===== src/rtl/param_sync_ram.sv =====
// Simple dual-port synchronous RAM with a clear-after-reset sweep,
// write-first collision bypass, and out-of-range error flags.
//
// state   | meaning
// --------+----------------------------------------------------------
// S_CLEAR | sweeping zeros into every word, requests are ignored
// S_IDLE  | ready; one write and one read can be accepted per cycle
module param_sync_ram #(
    parameter int DATA_W     = 8,
    parameter int ADDR_W     = 8,
    parameter int DEPTH      = 2**ADDR_W,
    parameter int RD_LATENCY = 1
) (
    input  logic              clk,
    input  logic              rst,
    output logic              ready,
    input  logic              wr_en,
    input  logic [ADDR_W-1:0] waddr,
    input  logic [DATA_W-1:0] wdata,
    output logic              werr,
    input  logic              rd_en,
    input  logic [ADDR_W-1:0] raddr,
    output logic [DATA_W-1:0] rdata,
    output logic              rvalid,
    output logic              rerr
);

    localparam int IDX_W = (DEPTH > 1) ? $clog2(DEPTH) : 1;
    localparam logic [ADDR_W:0] DEPTH_W = (ADDR_W+1)'(DEPTH);

    typedef enum logic {S_CLEAR, S_IDLE} state_t;

    state_t            state, state_nxt;
    logic [ADDR_W-1:0] clr_ptr;
    logic              clr_we;
    logic              clr_last;
    logic [DATA_W-1:0] mem [DEPTH];

    logic              wr_acc, rd_acc;
    logic              w_oor, r_oor;
    logic              collide;

    logic              v1, e1;
    logic [DATA_W-1:0] d1;

    // Addresses are unsigned; a full-depth RAM can never flag an error.
    assign w_oor    = ({1'b0, waddr} >= DEPTH_W);
    assign r_oor    = ({1'b0, raddr} >= DEPTH_W);
    assign clr_last = (clr_ptr == ADDR_W'(DEPTH - 1));

    // ready is registered and tracks the state, so it gates acceptance.
    assign wr_acc  = ready & wr_en;
    assign rd_acc  = ready & rd_en;
    assign collide = wr_acc & ~w_oor & (waddr == raddr);

    // Next-state and clear-write strobe.
    always_comb begin
        state_nxt = state;
        clr_we    = 1'b0;
        case (state)
            S_CLEAR: begin
                clr_we = 1'b1;
                if (clr_last) state_nxt = S_IDLE;
            end
            S_IDLE:  state_nxt = S_IDLE;
            default: state_nxt = S_CLEAR;
        endcase
    end

    // State register with ready registered alongside it.
    always_ff @(posedge clk) begin
        if (rst) begin
            state <= S_CLEAR;
            ready <= 1'b0;
        end else begin
            state <= state_nxt;
            ready <= (state_nxt == S_IDLE);
        end
    end

    // Clear sweep pointer; restarts at zero on every reset.
    always_ff @(posedge clk) begin
        if (rst)         clr_ptr <= '0;
        else if (clr_we) clr_ptr <= clr_ptr + 1'b1;
    end

    // Storage array; deliberately left untouched while rst is high.
    always_ff @(posedge clk) begin
        if (!rst) begin
            if (clr_we)
                mem[clr_ptr[IDX_W-1:0]] <= '0;
            else if (wr_acc && !w_oor)
                mem[waddr[IDX_W-1:0]] <= wdata;
        end
    end

    // Write error pulse, one cycle after the offending write.
    always_ff @(posedge clk) begin
        if (rst) werr <= 1'b0;
        else     werr <= wr_acc & w_oor;
    end

    // First read stage: data register holds its value between reads.
    always_ff @(posedge clk) begin
        if (rst) begin
            v1 <= 1'b0;
            e1 <= 1'b0;
            d1 <= '0;
        end else begin
            v1 <= rd_acc;
            e1 <= rd_acc & r_oor;
            if (rd_acc) begin
                if (r_oor)        d1 <= '0;
                else if (collide) d1 <= wdata;
                else              d1 <= mem[raddr[IDX_W-1:0]];
            end
        end
    end

    generate
        if (RD_LATENCY == 2) begin : g_lat2
            logic              v2, e2;
            logic [DATA_W-1:0] d2;

            // Extra output register stage for the two-cycle latency option.
            always_ff @(posedge clk) begin
                if (rst) begin
                    v2 <= 1'b0;
                    e2 <= 1'b0;
                    d2 <= '0;
                end else begin
                    v2 <= v1;
                    e2 <= e1;
                    if (v1) d2 <= d1;
                end
            end

            assign rvalid = v2;
            assign rerr   = e2;
            assign rdata  = d2;
        end else begin : g_lat1
            assign rvalid = v1;
            assign rerr   = e1;
            assign rdata  = d1;
        end
    endgenerate

endmodule


===== config.mk =====
export PLATFORM = sky130hd
export DESIGN_NAME = param_sync_ram
export DESIGN_NICKNAME = d
export VERILOG_FILES = /design/src/rtl/param_sync_ram.sv
export SDC_FILE = /design/constraint.sdc
export NUM_CORES = 2
export LEC_CHECK = 0
export ABC_CLOCK_PERIOD_IN_PS = 20200
export CORE_AREA = 2 2 389 391
export DETAILED_ROUTE_END_ITERATION = 8
export DIE_AREA = 0 0 391 393
export PLACE_DENSITY = 0.7
export SETUP_SLACK_MARGIN = 0.5
export SYNTH_ARGS = -nofsm -noshare
export SYNTH_HDL_FRONTEND = slang
export SYNTH_SLANG_ARGS = --single-unit

===== constraint.sdc =====
create_clock -name clk -period 20.2 [get_ports clk]
set_clock_uncertainty 0.05 [all_clocks]
set_input_delay 4.04 -clock clk [delete_from_list [all_inputs] [get_ports clk]]
set_output_delay 4.04 -clock clk [all_outputs]
set_load 0.03 [all_outputs]

## Yosys cells after proc, flatten, opt, wreduce, memory -nomap -nowiden

Memories as Yosys holds them, arrays and structs flattened. A register that Yosys moved wholly into a read port is not among the register bits.
Index checks and enable logic that the tools add are counted.

- Bits in registers: 10
- Bits in latches: 0
- Bits in writable memories: 2048
- Memory bits (read-only): 0
- Input port bits: 28
- Output and inout port bits: 12
- Word-level logic and storage cells: 22
- Memories: 1

Memories:

| memory | depth | bits a word | read ports | clocked after memory_dff | write ports | RTL line | RTL |
|---|---|---|---|---|---|---|---|
| mem | 256 | 8 | 1 | 1 | 1 | 37 | `logic [DATA_W-1:0] mem [DEPTH];` |

- Add/subtract/negate cells: 1
- Multipliers: 0
- Divide/modulo/power cells: 0
- $lt $le $gt $ge: 0
- Eq/ne operators: 1
- Shifts and indexed selects: 0
- Multiplexer cells: 12
- Bitwise logic cells: 3
- Reduce and logical (&&, ||, !) cells: 1

Operator list:

| cell | number |
|---|---|
| $mux 8 | 2 |
| $mux 1 | 9 |
| $add 8x1->8 const B | 1 |
| $eq 8x8->1 const B | 1 |
| $reduce_or 8->1 | 1 |
| $and 1x1->1 | 2 |
| $pmux 1 s2 | 1 |
| $not 1->1 | 1 |

## Longest topological paths before layout

- Depth after elaboration: 7
- Gate-level depth with buffers: 13
- Mapped depth without buffers: 7

## Least setup slack after synthesis

No wires, ideal clock.

- Path type: input port to flip-flop
- Start point: in rst
- End point: mem mem[0][0] (data pin)
- Library setup time: 0.873 ns
- Data arrival time: 8.245 ns
- Data required time: 19.277 ns
- Slack: 11.032 ns
- Cell stages on the path: 5
- Path buffers: 3
- Cell sequence: and3b_1 buf_2 clkbuf_1 clkbuf_1 and2_1

- Longest elaborated chain between the ends: 4

Ends and longest elaborated chain:

| element | RTL line | RTL |
|---|---|---|
| from (decl) | 15 | `input logic rst,` |
| $mux 1 | 89 | `if (!rst) begin` |
| $mux 1 (not written as such) | 93 | `mem[waddr[IDX_W-1:0]] <= wdata;` |
| $reduce_or 8->1 (no line) | n/a |  |
| $mux 8 (no line) | n/a |  |
| to (decl) | 37 |  |

No other way between the ends.

==> qor.txt <==
commonest non-fill, non-tap cell in the layout - edfxtp_1
flops & latches, synth - 2066
Synth Warn # - 0
gp weighted congestion - 0.925
Setup-failing EPs final - 0
CP Launch Type - input port
Slew Viols, Final - 72
Lkg Pwr - 0.0314 uW
number of global-route vias before repair - 40100
Fillers - 10400
Clock transition at path regs - 0.06 ns
antenna violations before repair - 10
cts-stage hold buffer count - 0
root buffer cell - clkbuf_16
dpl cell area - 83300 um^2
post_cts resized - 0
Final Hold Fails - 0
Core Rows - 142
Clock Tree Buf Depth - 3
cell taking the most area after synthesis - edfxtp_1
failing checks - max-slew violations
final wirelength - 214 mm
hold_sp - clr_ptr[5]
DRC - 0
Seq/Total Area, Yosys - 0.759
Critical Path Fanout Max - 72
setup ws final - 11.74 ns
grt ovf - 0
average size of a mapped cell - 20.6 um^2
CTS Buf Count - 198
Place WS - 10.84 ns
area grow syn2layout - 9.98%
RSZ-0062 raised after global routing - false
synth unique cells - 80
Setup TNS - 0 ns
Final Power - 8610 uW
Die Area - 154000 um^2
slack of the worst reg-to-reg path - 14.94 ns
via count - 41700
reg2reg start - state
Post-synth EDFFs - 2048
hpwl dp - 129 mm
core area - 149000 um^2
WP data arrival - 9.14 ns
total clock sinks - 2066
initial core utilization - 0.546
peak supply drop - 0.0943 mV
WL/cell - 34.8 um
GRT Overall Usage - 0.282
Yosys top cell area share - 0.754
status - finished, violations left
first-pass GRT wire length - 303 mm
largest net degree at the start of global routing - 194
Detailed Routing Iterations Pass 1 - 7
Final ANT Viol Nets - 0
Post-Syn Instances - 3951
post-layout minimum cycle time - 8.46 ns
vias per cell - 6.77
asr flop ratio synth - 0
kind of end point of the critical path - flop
nets@finish - 4072
I/O Buffers - 37
Setup Fix Bufs, Post-CTS - 0
H-tree levels - 4
Synth area leaders - edfxtp_1 75%, mux4_2 11%, mux4_1 2.4%
Slew @ Worst Pin - 1.60 ns
CTS tree - done
most frequent cells in the layout - 2048 x edfxtp_1, 381 x mux4_2, 308 x nor2_1
Max Clk Rate - 118 MHz
die width - 391 um
layout cells sized above 1 - 0.190
Max Cap Viol - 0
die height - 393 um
clock latency on the worst-skew pair - 0.84 ns
Setup CP Type - in2reg
P per Cell Area - 96.1 nW/um^2
CP required - 20.87 ns
Main synth FF type - edfxtp_1
Cell Area, Synth - 81500 um^2
Rel. slew slack - -0.0644
Setup crit start - raddr[0]
type of the worst min-delay path - reg2reg
Iteration-0 DRC Markers - 6287
Final Cell Area - 89700 um^2
final worst path period share - 0.419
Top Ports - 40
[metrics by stage]
stage / util / instances / hold WS, ns
2_1_floorplan: - / 3952 / 0.443
3_3_place_gp: 0.558 / 5787 / 0.477
3_5_place_dp: 0.558 / 5787 / 0.499
4_1_cts: 0.601 / 6151 / 0.517
5_1_grt: 0.601 / 6151 / 0.552
6_report: 0.601 / 6153 / 0.513
[per-layer routing]
layer,vias up,global-route usage,share of wire
li1,16600,-,-
met1,21700,0.400,0.37
met2,2840,0.424,0.46
met3,478,0.0773,0.13
met4,10,0.105,0.041
met5,-,0,0.00033
[flip-flops by register name (all words and copies together) (netlist names)]
signal / cells
mem: 2048
rvalid: 1
state: 1
clr_ptr: 8
rdata: 8
[power by group]
group / leakage [uW] / switching (uW) / internal, uW
combinational: 0.00638 / 207 / 107
clock: 0.00310 / 1580 / 2080
sequential: 0.0219 / 1.80 / 4640
total: 0.0314 / 1790 / 6830
[logic make-up (layout without fill, tap and decap cells)]
group | Yosys count | count (layout) | share of synthesized area
AND/OR/NAND/NOR | 604 | 604 | 0.0330
flip-flops | 2066 | 2066 | 0.759
buffers and inverters | 249 | 504 | 0.0228
other | 1 | 4 | 0.0000460
AO/OA/AOI/OAI | 380 | 380 | 0.0323
multiplexers | 634 | 634 | 0.151
adder cells (fa/ha/maj) | 1 | 1 | 0.000153
XOR/XNOR | 16 | 16 | 0.00172
[critical path: stages]
cell	delay [ns]
buf_8	0.53
buf_4	0.71
buf_4	0.81
buf_4	0.63
mux4_1	0.63
mux4_2	0.54
a22o_1	0.26
nor4_1	0.53
or4_1	0.19
o22ai_1	0.07
[final cells by class]
type	instances	area [um^2]	area share
Clock buffer	246	5230	0.0583
Antenna cell	2	5.00	0.0000558
Timing Repair Buffer	133	1120	0.0125
Inverter	7	26.3	0.000293
Clock inverter	118	1110	0.0124
Tap cell	1944	2430	0.0271
Sequential cell	2066	61900	0.690
Multi-Input combinational cell	1637	17900	0.199
[path summary, 6_finish.rpt]
check | depth (start not counted) | endpoint
worst min-delay path | 2 | clr_ptr[5]
worst max register to register | 6 | mem[29][6]
worst max-delay path | 10 | rdata[0]
worst min register to register | 2 | clr_ptr[5]
[cell usage after synthesis (all sizes together), types with 6 or more instances]
library cell     n
nand3           53
mux2             6
a31oi           22
nor2b           19
nor4             8
o31ai            7
nand4            9
and2            23
nor3            21
dfxtp           18
inv              6
mux2i          173
mux4           455
or3              9
or2              7
nand2          104
xor2             8
a221oi          15
o221ai          17
nor2           311
a21oi           61
o21ai           43
nand2b          15
clkbuf          89
edfxtp        2048
buf            152
o22ai           47
nand3b           8
a22o             9
a22oi           99
a211oi          20
xnor2            8
(Power assumes the default switching activity.)
